**config.mk**
```make
export PLATFORM = sky130hd
export DESIGN_NAME = ghost_motion_ctrl_flat
export DESIGN_NICKNAME = d
export VERILOG_FILES = /design/src/rtl/ghost_motion_pkg.sv /design/src/rtl/ghost_motion_ctrl_if.sv /design/src/rtl/ghost_axis_limit.sv /design/src/rtl/ghost_motion_ctrl.sv /design/src/flat_wrapper.sv
export SDC_FILE = /design/constraint.sdc
export NUM_CORES = 1
export LEC_CHECK = 0
export CORE_MARGIN = 2
export CORE_UTILIZATION = 70
export DETAILED_ROUTE_END_ITERATION = 6
export DONT_BUFFER_PORTS = 1
export GPL_TIMING_DRIVEN = 1
export PLACE_DENSITY = 0.86
export SETUP_SLACK_MARGIN = 0.15
export SLEW_MARGIN = 20
export SYNTH_ARGS = -nofsm -noshare
export SYNTH_HDL_FRONTEND = slang
export SYNTH_SLANG_ARGS = --single-unit
```
**constraint.sdc**
```tcl
create_clock -name clk -period 7.2 [get_ports clk]
set_input_delay 1.44 -clock clk [delete_from_list [all_inputs] [get_ports clk]]
set_output_delay 1.44 -clock clk [all_outputs]
set_load 0.05 [all_outputs]
```
**src/rtl/ghost_motion_pkg.sv**
```systemverilog
// Shared types, default geometry constants and small arithmetic helpers
// for the ghost motion controller.
package ghost_motion_pkg;

    localparam int FP_SHIFT_DFLT = 6;
    localparam int SCREEN_W_DFLT = 640;
    localparam int SCREEN_H_DFLT = 480;

    typedef enum logic [2:0] {
        StIdle,
        StMove,
        StWaitEof,
        StPosChange,
        StLimits
    } state_e;

    // 2'b11 is decoded as freeze alongside ModeFreeze.
    typedef enum logic [1:0] {
        ModeBounce = 2'b00,
        ModeChase  = 2'b01,
        ModeFreeze = 2'b10
    } mode_e;

    function automatic logic signed [31:0] sat_speed(input logic signed [31:0] v,
                                                     input int lim);
        if (v > lim) begin
            return lim;
        end else if (v < -lim) begin
            return -lim;
        end
        return v;
    endfunction

    function automatic logic signed [31:0] chase_speed(input logic signed [31:0] tgt,
                                                       input logic signed [31:0] pos,
                                                       input int mag);
        if (tgt > pos) begin
            return mag;
        end else if (tgt < pos) begin
            return -mag;
        end
        return 0;
    endfunction

endpackage

```
**src/rtl/ghost_motion_ctrl_if.sv**
```systemverilog
// Frame/collision inputs and position/status outputs of the ghost motion controller.
interface ghost_motion_ctrl_if;

    logic               startOfFrame;
    logic [1:0]         mode;
    logic signed [10:0] targetX;
    logic signed [10:0] targetY;
    logic               respawn;
    logic               collision;
    logic [3:0]         HitEdgeCode;
    logic signed [10:0] topLeftX;
    logic signed [10:0] topLeftY;
    logic               wallHit;
    logic               frameDone;

    modport master (
        output startOfFrame, mode, targetX, targetY, respawn, collision, HitEdgeCode,
        input  topLeftX, topLeftY, wallHit, frameDone
    );

    modport slave (
        input  startOfFrame, mode, targetX, targetY, respawn, collision, HitEdgeCode,
        output topLeftX, topLeftY, wallHit, frameDone
    );

endinterface

```
**src/rtl/ghost_axis_limit.sv**
```systemverilog
// One axis of screen-limit handling: clamps a fixed-point position into
// [POS_MIN, POS_MAX] and reflects the speed when it was heading outward.
module ghost_axis_limit #(
    parameter int POS_MIN = 128,
    parameter int POS_MAX = 36672
) (
    input  logic signed [31:0] i_pos,
    input  logic signed [31:0] i_spd,
    output logic signed [31:0] o_pos,
    output logic signed [31:0] o_spd,
    output logic               o_hit
);

    always_comb begin
        o_pos = i_pos;
        o_spd = i_spd;
        o_hit = 1'b0;
        if (i_pos < POS_MIN) begin
            o_pos = POS_MIN;
            if (i_spd < 0) begin
                o_spd = -i_spd;
                o_hit = 1'b1;
            end
        end else if (i_pos > POS_MAX) begin
            o_pos = POS_MAX;
            if (i_spd > 0) begin
                o_spd = -i_spd;
                o_hit = 1'b1;
            end
        end
    end

endmodule

```
**src/rtl/ghost_motion_ctrl.sv**
```systemverilog
// Per-frame ghost motion: bounce/chase/freeze position update, edge collision
// reflection and screen clamping, with registered pixel outputs.
module ghost_motion_ctrl
    import ghost_motion_pkg::*;
#(
    parameter int INIT_X    = 100,
    parameter int INIT_Y    = 100,
    parameter int INIT_XSPD = 40,
    parameter int INIT_YSPD = 20,
    parameter int Y_ACCEL   = 0,
    parameter int MAX_SPEED = 400,
    parameter int FP_SHIFT  = FP_SHIFT_DFLT,
    parameter int OBJ_W     = 64,
    parameter int OBJ_H     = 64,
    parameter int SCREEN_W  = SCREEN_W_DFLT,
    parameter int SCREEN_H  = SCREEN_H_DFLT,
    parameter int MARGIN    = 2
) (
    input logic              clk,
    input logic              resetN,
    ghost_motion_ctrl_if.slave io_bus
);

    localparam int XPOS0    = INIT_X <<< FP_SHIFT;
    localparam int YPOS0    = INIT_Y <<< FP_SHIFT;
    localparam int X_MIN    = MARGIN <<< FP_SHIFT;
    localparam int Y_MIN    = MARGIN <<< FP_SHIFT;
    localparam int X_MAX    = (SCREEN_W - 1 - MARGIN - OBJ_W) <<< FP_SHIFT;
    localparam int Y_MAX    = (SCREEN_H - 1 - MARGIN - OBJ_H) <<< FP_SHIFT;
    localparam int XSPD_MAG = (INIT_XSPD < 0) ? -INIT_XSPD : INIT_XSPD;
    localparam int YSPD_MAG = (INIT_YSPD < 0) ? -INIT_YSPD : INIT_YSPD;
    localparam logic signed [10:0] TLX0 = 11'(INIT_X);
    localparam logic signed [10:0] TLY0 = 11'(INIT_Y);

    state_e             r_state, w_state_nxt;
    logic signed [31:0] r_xpos, r_ypos, r_xspd, r_yspd;
    logic signed [31:0] w_xpos_nxt, w_ypos_nxt, w_xspd_nxt, w_yspd_nxt;
    logic signed [10:0] r_tlx, r_tly, w_tlx_nxt, w_tly_nxt;
    logic               r_wall_hit, r_frame_done, w_wall_hit_nxt, w_frame_done_nxt;
    logic signed [31:0] w_xlim_pos, w_ylim_pos, w_xlim_spd, w_ylim_spd;
    logic               w_xhit, w_yhit;
    logic signed [31:0] w_tgt_x_fp, w_tgt_y_fp;

    assign w_tgt_x_fp = {{21{io_bus.targetX[10]}}, io_bus.targetX} <<< FP_SHIFT;
    assign w_tgt_y_fp = {{21{io_bus.targetY[10]}}, io_bus.targetY} <<< FP_SHIFT;

    ghost_axis_limit #(
        .POS_MIN(X_MIN),
        .POS_MAX(X_MAX)
    ) u_x_limit (
        .i_pos(r_xpos),
        .i_spd(r_xspd),
        .o_pos(w_xlim_pos),
        .o_spd(w_xlim_spd),
        .o_hit(w_xhit)
    );

    ghost_axis_limit #(
        .POS_MIN(Y_MIN),
        .POS_MAX(Y_MAX)
    ) u_y_limit (
        .i_pos(r_ypos),
        .i_spd(r_yspd),
        .o_pos(w_ylim_pos),
        .o_spd(w_ylim_spd),
        .o_hit(w_yhit)
    );

    always_comb begin
        w_state_nxt = r_state;
        case (r_state)
            StIdle:      if (io_bus.startOfFrame) w_state_nxt = StMove;
            StMove: begin
                if (io_bus.startOfFrame) begin
                    w_state_nxt = StPosChange;
                end else if (io_bus.collision) begin
                    w_state_nxt = StWaitEof;
                end
            end
            StWaitEof:   if (io_bus.startOfFrame) w_state_nxt = StPosChange;
            StPosChange: w_state_nxt = StLimits;
            StLimits:    w_state_nxt = StMove;
            default:     w_state_nxt = StIdle;
        endcase
        if (io_bus.respawn) begin
            w_state_nxt = StIdle;
        end
    end

    always_comb begin
        w_xpos_nxt       = r_xpos;
        w_ypos_nxt       = r_ypos;
        w_xspd_nxt       = r_xspd;
        w_yspd_nxt       = r_yspd;
        w_tlx_nxt        = r_tlx;
        w_tly_nxt        = r_tly;
        w_wall_hit_nxt   = 1'b0;
        w_frame_done_nxt = 1'b0;
        if (io_bus.respawn || r_state == StIdle) begin
            w_xpos_nxt = XPOS0;
            w_ypos_nxt = YPOS0;
            w_xspd_nxt = INIT_XSPD;
            w_yspd_nxt = INIT_YSPD;
            w_tlx_nxt  = TLX0;
            w_tly_nxt  = TLY0;
        end else begin
            case (r_state)
                StMove: begin
                    // Only reflect when the speed points into the touched edge.
                    if (io_bus.collision) begin
                        if (io_bus.HitEdgeCode[2] && r_yspd < 0) begin
                            w_yspd_nxt = -r_yspd;
                        end else if (io_bus.HitEdgeCode[0] && r_yspd > 0) begin
                            w_yspd_nxt = -r_yspd;
                        end
                        if (io_bus.HitEdgeCode[3] && r_xspd < 0) begin
                            w_xspd_nxt = -r_xspd;
                        end else if (io_bus.HitEdgeCode[1] && r_xspd > 0) begin
                            w_xspd_nxt = -r_xspd;
                        end
                    end
                end
                StPosChange: begin
                    case (io_bus.mode)
                        ModeBounce: begin
                            w_xpos_nxt = r_xpos + r_xspd;
                            w_ypos_nxt = r_ypos + r_yspd;
                            w_yspd_nxt = sat_speed(r_yspd + Y_ACCEL, MAX_SPEED);
                        end
                        ModeChase: begin
                            w_xspd_nxt = chase_speed(w_tgt_x_fp, r_xpos, XSPD_MAG);
                            w_yspd_nxt = chase_speed(w_tgt_y_fp, r_ypos, YSPD_MAG);
                            w_xpos_nxt = r_xpos + w_xspd_nxt;
                            w_ypos_nxt = r_ypos + w_yspd_nxt;
                        end
                        default: ;
                    endcase
                end
                StLimits: begin
                    w_xpos_nxt       = w_xlim_pos;
                    w_ypos_nxt       = w_ylim_pos;
                    w_xspd_nxt       = w_xlim_spd;
                    w_yspd_nxt       = w_ylim_spd;
                    w_tlx_nxt        = 11'(w_xlim_pos >>> FP_SHIFT);
                    w_tly_nxt        = 11'(w_ylim_pos >>> FP_SHIFT);
                    w_wall_hit_nxt   = w_xhit | w_yhit;
                    w_frame_done_nxt = 1'b1;
                end
                default: ;
            endcase
        end
    end

    always_ff @(posedge clk or negedge resetN) begin
        if (!resetN) begin
            r_state      <= StIdle;
            r_xpos       <= XPOS0;
            r_ypos       <= YPOS0;
            r_xspd       <= INIT_XSPD;
            r_yspd       <= INIT_YSPD;
            r_tlx        <= TLX0;
            r_tly        <= TLY0;
            r_wall_hit   <= 1'b0;
            r_frame_done <= 1'b0;
        end else begin
            r_state      <= w_state_nxt;
            r_xpos       <= w_xpos_nxt;
            r_ypos       <= w_ypos_nxt;
            r_xspd       <= w_xspd_nxt;
            r_yspd       <= w_yspd_nxt;
            r_tlx        <= w_tlx_nxt;
            r_tly        <= w_tly_nxt;
            r_wall_hit   <= w_wall_hit_nxt;
            r_frame_done <= w_frame_done_nxt;
        end
    end

    assign io_bus.topLeftX  = r_tlx;
    assign io_bus.topLeftY  = r_tly;
    assign io_bus.wallHit   = r_wall_hit;
    assign io_bus.frameDone = r_frame_done;

endmodule

```
**src/flat_wrapper.sv**
```systemverilog
// flat-port wrapper written by rule: the top's interface ports become plain ports
module ghost_motion_ctrl_flat import ghost_motion_pkg::*;
#(
    parameter int INIT_X    = 100,
    parameter int INIT_Y    = 100,
    parameter int INIT_XSPD = 40,
    parameter int INIT_YSPD = 20,
    parameter int Y_ACCEL   = 0,
    parameter int MAX_SPEED = 400,
    parameter int FP_SHIFT  = FP_SHIFT_DFLT,
    parameter int OBJ_W     = 64,
    parameter int OBJ_H     = 64,
    parameter int SCREEN_W  = SCREEN_W_DFLT,
    parameter int SCREEN_H  = SCREEN_H_DFLT,
    parameter int MARGIN    = 2
)
  (clk, resetN, io_bus_startOfFrame, io_bus_mode, io_bus_targetX, io_bus_targetY, io_bus_respawn, io_bus_collision, io_bus_HitEdgeCode, io_bus_topLeftX, io_bus_topLeftY, io_bus_wallHit, io_bus_frameDone);
  ghost_motion_ctrl_if io_bus_i ();
  input logic clk;
  input logic resetN;
  input wire logic [$bits(io_bus_i.startOfFrame)-1:0] io_bus_startOfFrame;
  input wire logic [$bits(io_bus_i.mode)-1:0] io_bus_mode;
  input wire logic [$bits(io_bus_i.targetX)-1:0] io_bus_targetX;
  input wire logic [$bits(io_bus_i.targetY)-1:0] io_bus_targetY;
  input wire logic [$bits(io_bus_i.respawn)-1:0] io_bus_respawn;
  input wire logic [$bits(io_bus_i.collision)-1:0] io_bus_collision;
  input wire logic [$bits(io_bus_i.HitEdgeCode)-1:0] io_bus_HitEdgeCode;
  output wire logic [$bits(io_bus_i.topLeftX)-1:0] io_bus_topLeftX;
  output wire logic [$bits(io_bus_i.topLeftY)-1:0] io_bus_topLeftY;
  output wire logic [$bits(io_bus_i.wallHit)-1:0] io_bus_wallHit;
  output wire logic [$bits(io_bus_i.frameDone)-1:0] io_bus_frameDone;
  assign io_bus_i.startOfFrame = io_bus_startOfFrame;
  assign io_bus_i.mode = io_bus_mode;
  assign io_bus_i.targetX = io_bus_targetX;
  assign io_bus_i.targetY = io_bus_targetY;
  assign io_bus_i.respawn = io_bus_respawn;
  assign io_bus_i.collision = io_bus_collision;
  assign io_bus_i.HitEdgeCode = io_bus_HitEdgeCode;
  assign io_bus_topLeftX = io_bus_i.topLeftX;
  assign io_bus_topLeftY = io_bus_i.topLeftY;
  assign io_bus_wallHit = io_bus_i.wallHit;
  assign io_bus_frameDone = io_bus_i.frameDone;
  ghost_motion_ctrl #(.INIT_X(INIT_X), .INIT_Y(INIT_Y), .INIT_XSPD(INIT_XSPD), .INIT_YSPD(INIT_YSPD), .Y_ACCEL(Y_ACCEL), .MAX_SPEED(MAX_SPEED), .FP_SHIFT(FP_SHIFT), .OBJ_W(OBJ_W), .OBJ_H(OBJ_H), .SCREEN_W(SCREEN_W), .SCREEN_H(SCREEN_H), .MARGIN(MARGIN)) u_core (.clk(clk), .resetN(resetN), .io_bus(io_bus_i));
endmodule
```
* After elaboration in Yosys (flattened, before gate mapping) *
Cells that the tools add are included.

operators by class
  add/sub/neg operators = 6
  multiply operators = 0
  div/mod/pow operators = 0
  magnitude comparators = 14
  equality and inequality tests = 20
  shift operators = 0
  muxes and demuxes = 82
  bitwise gates (word level) = 1
  reduce and logical (&&, ||, !) cells = 16

operator list
  kind                                                                               count
  32-bit two-way mux                                                                 38
  32-bit case mux with 2 select lines                                                5
  32-bit case mux with 3 select lines                                                2
  32-bit adder                                                                       4
  17-bit by 32-bit greater-than comparator with 1-bit output                         2
  32-bit by 1-bit greater-than comparator with 1-bit output, second input constant   2
  17-bit by 32-bit < comparator with 1-bit output                                    2
  32-bit by 1-bit < comparator with 1-bit output, second input constant              2
  32-bit by 9-bit < comparator with 1-bit output, second input constant              2
  32-bit negation                                                                    2
  11-bit two-way mux                                                                 4
  32-bit by 10-bit greater-than comparator with 1-bit output, second input constant  1
  32-bit by 16-bit greater-than comparator with 1-bit output, second input constant  1
  32-bit by 17-bit greater-than comparator with 1-bit output, second input constant  1
  32-bit by 10-bit < comparator with 1-bit output, second input constant             1
  1-bit two-way mux                                                                  27
  4-bit by 2-bit inequality test with 1-bit output, second input constant            6
  3-bit two-way mux                                                                  5
  3-bit case mux with 5 select lines                                                 1
  3-bit AND reduction                                                                3
  4-bit by 1-bit inequality test with 1-bit output, second input constant            2
  4-bit by 3-bit inequality test with 1-bit output, second input constant            2
  8-bit AND reduction                                                                1
  7-bit AND reduction                                                                1
  17 further kinds                                                                   22

word-level totals
  register bits = 155
  latch bits = 0
  memory bits (writable) = 0
  ROM bits = 0
  input port bits = 33
  output and inout bits = 24
  logic and storage cells = 150
  memories kept = 0

* Longest topological paths before layout *
  depth after elaboration = 14
  gate-level depth with buffers = 23

* Hierarchy *
Synthesis repeated with hierarchy kept, for this count alone.

second synthesis, totals
  cell total of the unflattened synthesis = 2006
  area total of the unflattened synthesis = 15798.9 µm²

by module, submodules not included
  module                                times used  cells each  area each (µm²)  seq. area each (µm²)
  ghost_motion_ctrl                     1           1650        13424.1          3898.7
  ghost_axis_limit at u_core.u_y_limit  1           172         1226.2           0.0
  ghost_axis_limit at u_core.u_x_limit  1           184         1148.6           0.0

* Least setup slack after synthesis *
Ideal clock, no wire load.

  path type = input-to-reg
  start = input io_bus_targetY[10]
  end = register u_core.r_ypos[28]
  setup time = 95 ps
  data arrival time = 5857 ps
  setup slack = 1247 ps
  cell stages on the path = 20
  path buffers = 2
  cells stage by stage = ha_1 > a21o_1 > a21o_1 > a221oi_1 > o21ai_0 > a21oi_1 > xor2_1 > or2_2 > clkbuf_1 > buf_1 > nand2_1 > ha_1 > and3_1 > nand2_1 > o31a_1 > or4_1 > a311oi_1 > o211ai_1 > nor3b_1 > o31ai_1

on the way
  word-level cells in the longest chain between the ends = 14
  elaborated cells between the ends (all ways) = 16
  those cells by class = add/sub (1); order compare (2); mux (13)

ends and longest elaborated chain
  item                                             RTL line                  text
  from (decl)                                      flat_wrapper.sv:24        input wire logic [$bits(io_bus_i.targetY)-1:0] io_bus_targetY;
  17-bit by 32-bit < comparator with 1-bit output  ghost_motion_pkg.sv:39    end else if (tgt < pos) begin
  1-bit two-way mux                                ghost_motion_pkg.sv:39
  1-bit two-way mux                                ghost_motion_pkg.sv:37    if (tgt > pos) begin
  1-bit two-way mux                                ghost_motion_ctrl.sv:124  case (io_bus.mode)
  1-bit two-way mux                                ghost_motion_ctrl.sv:107  case (r_state)
  1-bit two-way mux                                ghost_motion_ctrl.sv:99   if (io_bus.respawn || r_state == StIdle) begin
  32-bit two-way mux (*)                           ghost_motion_pkg.sv:42    return 0;
  32-bit two-way mux (*)                           ghost_motion_ctrl.sv:124
  32-bit two-way mux (*)                           ghost_motion_ctrl.sv:107
  32-bit two-way mux (*)                           ghost_motion_ctrl.sv:99
  32-bit adder (*)                                 ghost_motion_ctrl.sv:134  w_ypos_nxt = r_ypos + w_yspd_nxt;
  32-bit case mux with 2 select lines (*)          ghost_motion_ctrl.sv:124
  32-bit case mux with 2 select lines (*)          ghost_motion_ctrl.sv:107
  32-bit two-way mux (*)                           ghost_motion_ctrl.sv:99
  to (signal assigned)                             ghost_motion_ctrl.sv:168  r_ypos <= w_ypos_nxt;
  to (decl)                                        ghost_motion_ctrl.sv:36   logic signed [31:0] r_xpos, r_ypos, r_xspd, r_yspd;

Mark *: on every way between the ends. The rest lies on a longest branch, timed or not. The select of a mux whose other input is x is not followed.
A chain may end at the register's enable or synchronous reset.

* Worst setup path in the final report *
  start = input io_bus_targetY[10]
  end = register u_core.r_ypos[30]

Same word-level chain as after synthesis.

==> metrics.md <==
| Metric | Value |
|---|---|
| Die Y | `140.1 um` |
| Worst R2R Setup Slack | `1.57 ns` |
| H-Tree Depth | `4` |
| CP Class | `in2reg` |
| Status | `finished, violations left` |
| RSZ-0062 raised after global routing | `no` |
| Initial antenna violation count | `0` |
| Layout cells sized above 1 | `6.316%` |
| Clk sinks | `153` |
| Final setup fails | `0` |
| Failing checks | `DRC` |
| Hold WS | `0.5085 ns` |
| Skew-Pair Late Insertion Delay | `0.44 ns` |
| Final count of hold timing violations | `0` |
| ANT cells | `0` |
| VDD IR max | `191.0 uV` |
| DR WL/cell | `19.70 um` |
| Root Driver | `clkbuf_16` |
| TritonCTS clock tree | `done` |
| Synthesized area per cell | `7.882 um^2` |
| Worst hold path cell count | `2` |
| CTS Hold Bufs | `0` |
| Slew Viols, Final | `0` |
| Placer's final routability congestion estimate | `0.9908` |
| Syn Inst Count | `1644` |
| Fillers | `1377` |
| Initial core utilization | `71.65%` |
| Buffers on Ports | `0` |
| Crit. End Element | `flop` |
| Reg clk slew, reported paths | `0.07 ns` |
| Initial DRC count | `1509` |
| Worst slew margin | `28.36%` |
| Hold path start | `u_core.r_xspd[2]$_DFFE_PN0P_` |
| Clock Skew | `0.01109 ns` |
| Cells on worst reg2reg path | `19` |
| FF-to-FF End | `u_core.r_ypos[30]$_DFFE_PN0P_` |
| Worst slew pin tran | `1.067 ns` |
| Worst r2r src | `u_core.r_ypos[29]$_DFFE_PN0P_` |
| Setup WS pre-CTS | `0.7742 ns` |
| Largest net degree at the start of global routing | `154` |
| Setup TNS | `0 ns` |
| IO Count | `57` |
| Number of synthesized register bits | `153` |
| CP max FO | `28` |
| DP Wirelength | `26.19 mm` |
| Worst EP required | `7.54 ns` |
| Final ANT Viol Nets | `0` |
| Number of flops mapped to enable cells by yosys | `0` |
| FP Rows | `49` |
| Primary FF master, synth | `dfrtp_1` |
| FMAX | `162.4 MHz` |
| Worst hold path type | `reg2reg` |
| Routed via count | `12797` |
| P&R area growth vs syn | `4.963%` |
| Die area | `0.01962 mm^2` |
| Leakage Power | `6.249 nW` |
| Vias in the first global route | `11881` |
| Post-CTS sizing | `0` |
| Die W | `140.1 um` |
| Nets | `1756` |
| Yosys cell types | `79` |
| Clock tree buffer depth | `2` |
| Final wirelength | `36.32 mm` |
| Hold worst-path end | `u_core.r_xspd[2]$_DFFE_PN0P_` |
| PnR worst setup slack | `1.040 ns` |
| Max cap viols | `0` |
| Min Tclk post-route | `6.160 ns` |
| Synth warnings | `0` |
| Grt ovf | `0` |
| Post-synthesis cell area | `0.01296 mm^2` |
| Asr flop ratio synth | `100.0%` |
| DR DRC count | `13` |
| First-pass GRT wire length | `59.92 mm` |
| Total GRT Usage | `37.48%` |
| Sequential cell area fraction in the yosys report | `29.70%` |
| Core region area | `0.01809 mm^2` |
| Type of origin of the critical path | `primary input` |
| Final period util | `85.55%` |
| TritonCTS Buffers | `17` |
| Crit path DAT | `6.50 ns` |
| Drt first pass iters | `7` |
| DR vias/cell | `6.940` |
| Post-CTS Setup Bufs | `0` |
| Power per cell area | `225.2 mW/mm^2` |
-- how the worst max path moves through the flow --
stage	slack [ns]	depth (start not counted)	endpoint	startpoint
final	1.04	18	u_core.r_ypos[30]$_DFFE_PN0P_	io_bus_targetY[10]
after global routing	0.75	18	u_core.r_ypos[31]$_DFFE_PN0P_	io_bus_targetY[10]
after CTS	1.19	18	u_core.r_ypos[28]$_DFFE_PN0P_	io_bus_targetY[10]
after detailed placement	0.77	18	u_core.r_ypos[28]$_DFFE_PN0P_	io_bus_targetY[10]
after global placement	0.99	18	u_core.r_ypos[28]$_DFFE_PN0P_	io_bus_targetY[10]
after floorplan	1.25	20	u_core.r_ypos[28]$_DFFE_PN0P_	io_bus_targetY[10]
-- layer usage --
metal | vias to the layer above | share of wire (%) | GRT usage [%]
met5 | - | 0 | 0
met4 | 0 | 2.3 | 10.37
met3 | 91 | 11 | 8.171
met2 | 706 | 43 | 56.34
met1 | 6059 | 43 | 54.93
li1 | 5941 | - | -
-- kinds of logic after synthesis --
group	count (synthesis)	share of synthesized area (%)
muxes	3	0.2317
and+or+nand+nor	601	21.97
buffers and inverters	170	5.484
adders and majority gates	121	11.80
DFF	153	29.70
AOI/OAI and AO/OA	542	27.21
xor gates and xnor gates	53	3.582
other	1	0.02894
-- registers in the layout, summed over array words and instances (netlist names) --
| signal | count |
|---|---|
| u_core.io_bus.topLeftY | 11 |
| u_core.io_bus.wallHit | 1 |
| u_core.io_bus.topLeftX | 11 |
| u_core.r_yspd | 31 |
| u_core.r_xpos | 32 |
| u_core.r_ypos | 32 |
| u_core.r_state | 3 |
| u_core.r_xspd | 31 |
| u_core.io_bus.frameDone | 1 |
-- layout by cell type, fill, tap and decap left out, drive strengths merged, types with 7 or more instances in the layout --
cell type  netlist  final
o31ai           18     18
a31oi           67     67
o22ai            7      7
o21ai          109    109
nor3            36     36
ha             119    119
nand2b          13     13
a22o             7      7
or3             18     18
nor4            31     31
xor2            25     25
buf             20     19
nand3           35     35
nor2           173    173
a211oi          10     10
clkbuf          61     19
a21boi           8      8
o21bai           8      8
xnor2           28     28
nand4           24     24
nor2b            7      7
or4             11     11
a21o            57     57
dfrtp          137    137
and3            10     10
nand2          192    192
dfstp           16     16
and2            13     13
o22a            49     49
a21oi          140    140
or2             19     19
o211ai           7      7
inv             89     95
o21a             7      7
-- where the power goes --
part           internal (W)  switching, W
logic              0.000416      0.000607
registers          0.000957      0.000181
clock network      0.000495      0.000407
-- stage by stage --
| stage | util (%) | total power (W) | instance area (um^2) | instances |
|---|---|---|---|---|
| floorplan | - | 0.001889 | 12960 | 1645 |
| global placement | 72.01 | 0.002095 | 13020 | 1812 |
| detailed placement | 72.01 | 0.002130 | 13020 | 1812 |
| CTS | 75.21 | 0.003028 | 13600 | 1844 |
| global route | 75.21 | 0.003220 | 13600 | 1844 |
| finish | 75.21 | 0.003063 | 13600 | 1844 |
-- critical path: stages --
cell and delay (ns):
ha_1 0.29, a21o_1 0.18, a21o_1 0.17, a221oi_1 0.25
o21ai_0 0.23, a21oi_1 0.26, xor2_1 0.34, or2_2 0.52
nand2_1 0.14, ha_1 0.41, and3_1 0.23, nand2_1 0.08
o31a_1 0.34, or4_1 0.54, a311oi_1 0.53, o21ai_0 0.18
and3b_1 0.19, o31ai_1 0.18
-- cells in the mapped netlist (17+ instances only) --
library cell  number  area share [%]
inv_1             89             2.6
clkbuf_1          61             1.8
nand2_1          191             5.5
or2_2             18            0.87
nand3_1           35             1.4
a21oi_1          140             5.4
nor3_1            36             1.4
a31oi_1           67             3.2
a21o_1            57             3.3
or3_1             18            0.87
nor4_1            28             1.4
o21ai_0          105             4.1
xor2_1            25             1.7
ha_1             119              11
nor2_1           171             5.0
o22a_1            49             3.3
o31ai_1           17            0.98
dfrtp_1          137              26
xnor2_1           28             1.9
nand4_1           24             1.2
-- cell type report --
class / count / area [um^2] / share of cell area, %
multi-input cells: 1322 / 8412 / 61.84
flip-flops and latches: 153 / 3849 / 28.30
clock buffers: 19 / 442.9 / 3.256
inverters: 89 / 334.1 / 2.456
well taps: 229 / 286.5 / 2.107
repair buffers: 19 / 142.6 / 1.049
clock inverters: 13 / 135.1 / 0.9935
Note: power is estimated with default switching activity, not from simulation.
==> patch (same flow settings) <==
Reset style: synchronous (`resetN`), changed in one clocked block.
--- a/src/rtl/ghost_motion_ctrl.sv
+++ b/src/rtl/ghost_motion_ctrl.sv
@@ -153,3 +153,3 @@
 
-    always_ff @(posedge clk or negedge resetN) begin
+    always_ff @(posedge clk) begin
         if (!resetN) begin
Function: not settled (the Yosys comparison gave no result); the edit may change what the design does.
==> patch against the unedited design <==
Sequential cell count did not move. Synthesized area fell by 4.7%. Register-to-register slack got worse by 0.17 ns. First-iteration DRC count rose by 22%. Final area fell by 4.1%. Routed wire length fell by 2.5%. Setup slack improved by 0.16 ns. Highest routed layer unchanged.
Power is not compared: it rests on default switching activity, and its combinational part moved more than twofold at a synthesized area within 25%.
==> patch: results (changes against the unedited design) <==
outcome:
  status: "complete, no violations"  # was complete, but fails checks
yosys:
  synth_cell_types: 73  # was 79
  yosys_warnings: 0  # unchanged
  synth_common_cells: "nand2_1, nor2_1, a21oi_1, dfxtp_1, o21ai_0"  # was nand2_1, nor2_1, a21oi_1, dfrtp_1, ha_1
  synthCells: 1713  # was 1644
  synth_area_leaders: "dfxtp_1, ha_1, nand2_1"  # was dfrtp_1, ha_1, nand2_1
  yosysSeqAreaShare_pct: 24.8  # was 29.7%
  synth-main-ff-cell: "dfxtp_1"  # was dfrtp_1
  synth-async-reset-ratio_pct: 0  # was 100%
clock_network:
  cts_max_path_buffers: 2  # unchanged
  numCtsBuffers: 17  # unchanged
  insertion_delay_ns: 0.44  # about the same
  cts_resized: 0  # unchanged
  cts_root_buffer: "clkbuf_16"  # unchanged
  cts_htree_levels: 4  # unchanged
  clk_pin_slew_ns: 0.06
final_layout:
  drive_above_1_share_pct: 5.04  # was 6.32%
  fillers: 1347  # was 1377
  fin_cells: 1892  # was 1844
  top_regs: "u_core.r_xpos (32), u_core.r_ypos (32)"  # unchanged
  nets: 1812  # was 1756
place:
  place_congestion: 1.01  # was 0.991
  hpwl_um: 25700  # was 26200 µm
  dp_cells: 1864  # was 1812
  pre_cts_ws_ns: 0.854  # was 0.774 ns
setup_path:
  cpPeakStageDelay_ns: 0.56  # was 0.54 ns
  slowest_stage: "nor4_1"  # was or4_1
  critPathMaxFanout: 26  # was 28
  crit_arrival_ns: 6.33  # was 6.50 ns
detailed_routing:
  vias: 12900  # was 12800
  wirelength_um: 35400  # was 36300 µm
  drt_first_iter_violations: 1846  # was 1509
  drtPass1Iterations: 6  # was 7
timing:
  finalClockSkew_ns: 0.00954  # was 0.0111 ns
  slew_headroom_pct: 28.9  # was 28.4%
global_routing:
  grt_pass1_wl_um: 56300  # was 59900 µm
  gr-usage-all-layers_pct: 37.4  # was 37.5%
  grt_pass1_vias: 11300  # was 11900
  grt_start_max_net_pins: 62  # was 154
  grt_antenna_before_repair: 0  # unchanged
pwr:
  p_sw_share_pct: 24.6
  leakagePower_nw: 5.21
[patch: changes by cell type in the layout (fill, tap and decap cells not counted), moves of 10 or more]
cell | unedited run | this run
inv_1 | 89 | 75
a31oi_1 | 67 | 12
a211oi_1 | 10 | 29
dfxtp_1 | 0 | 153
dfrtp_1 | 137 | 0
o31ai_1 | 16 | 26
a21o_1 | 57 | 38
dfstp_2 | 16 | 0
a21oi_1 | 140 | 165
o22a_1 | 49 | 0
o21ai_0 | 104 | 121
nor3_1 | 36 | 66
a22oi_1 | 4 | 22
nand2_1 | 191 | 222
[patch: worst paths after layout]
path	slack [ns]	to	depth (start not counted)	from
worst max-delay path	1.20	u_core.r_xpos[30]	17	io_bus_targetX[10]
worst min-delay path	0.47	u_core.r_xspd[2]	2	u_core.r_xspd[2]
worst max register to register	1.40	u_core.r_xpos[30]	18	u_core.r_xpos[31]
worst min register to register	0.47	u_core.r_xspd[2]	2	u_core.r_xspd[2]
[patch: area by class of cell]
class	count	share of cell area, %
Multi-Input combinational cell	1394	66.6
Sequential cell	153	23.5
Clock buffer	21	3.53
Inverter	75	2.16
Tap cell	225	2.16
Clock inverter	7	1.11
Timing Repair Buffer	17	0.978
[patch: kinds of logic (layout without fill, tap and decap cells)]
family	Yosys count	count (layout)	synth area share, %
and+or+nand+nor	664	664	25.1
AOI/OAI and AO/OA	553	553	28.5
buffers and inverters	167	120	5.22
DFF	153	153	24.8
adders and majority gates	121	121	12.4
xor gates and xnor gates	50	50	3.55
muxes	4	4	0.324
other	1	2	0.0304
[patch: per-layer routing]
| metal | GRT usage [%] | part of all wire (%) | vias to the layer above | wire length [µm] |
|---|---|---|---|---|
| met5 | 0 | 0 | - | 0 |
| met1 | 55.7 | 44 | 5887 | 15700 |
| met4 | 9.97 | 2.0 | 0 | 697 |
| met2 | 53.8 | 41 | 750 | 14500 |
| li1 | - | - | 6171 | - |
| met3 | 8.81 | 13 | 83 | 4520 |
[patch: worst reg2reg max path, delay by kind of cell, from the launching register on]
kind            cells  cell delay [ns]
fa+ha+maj           2             0.80
flops               1             0.54
xor+xnor            2             0.67
compound gates      9             2.24
buf+inv             1             0.21
simple gates        4             1.25
[patch: metrics by stage]
| stage | instance area [µm²] | power (W) |
|---|---|---|
| after floorplan | 12300 | 0.00104 |
| after global placement | 12400 | 0.00107 |
| after detailed placement | 12400 | 0.00108 |
| after CTS | 13000 | 0.00201 |
| after global routing | 13000 | 0.00207 |
| final | 13000 | 0.00201 |
[patch: power by group through the flow]
stage	Clock, W	Sequential [W]	Combinational [W]
2_1_floorplan	0	0.000874	0.000161
3_3_place_gp	0	0.000876	0.000196
3_5_place_dp	0	0.000877	0.000204
4_1_cts	0.000942	0.000858	0.000205
5_1_grt	0.000976	0.000858	0.000233
6_report	0.000943	0.000858	0.000210
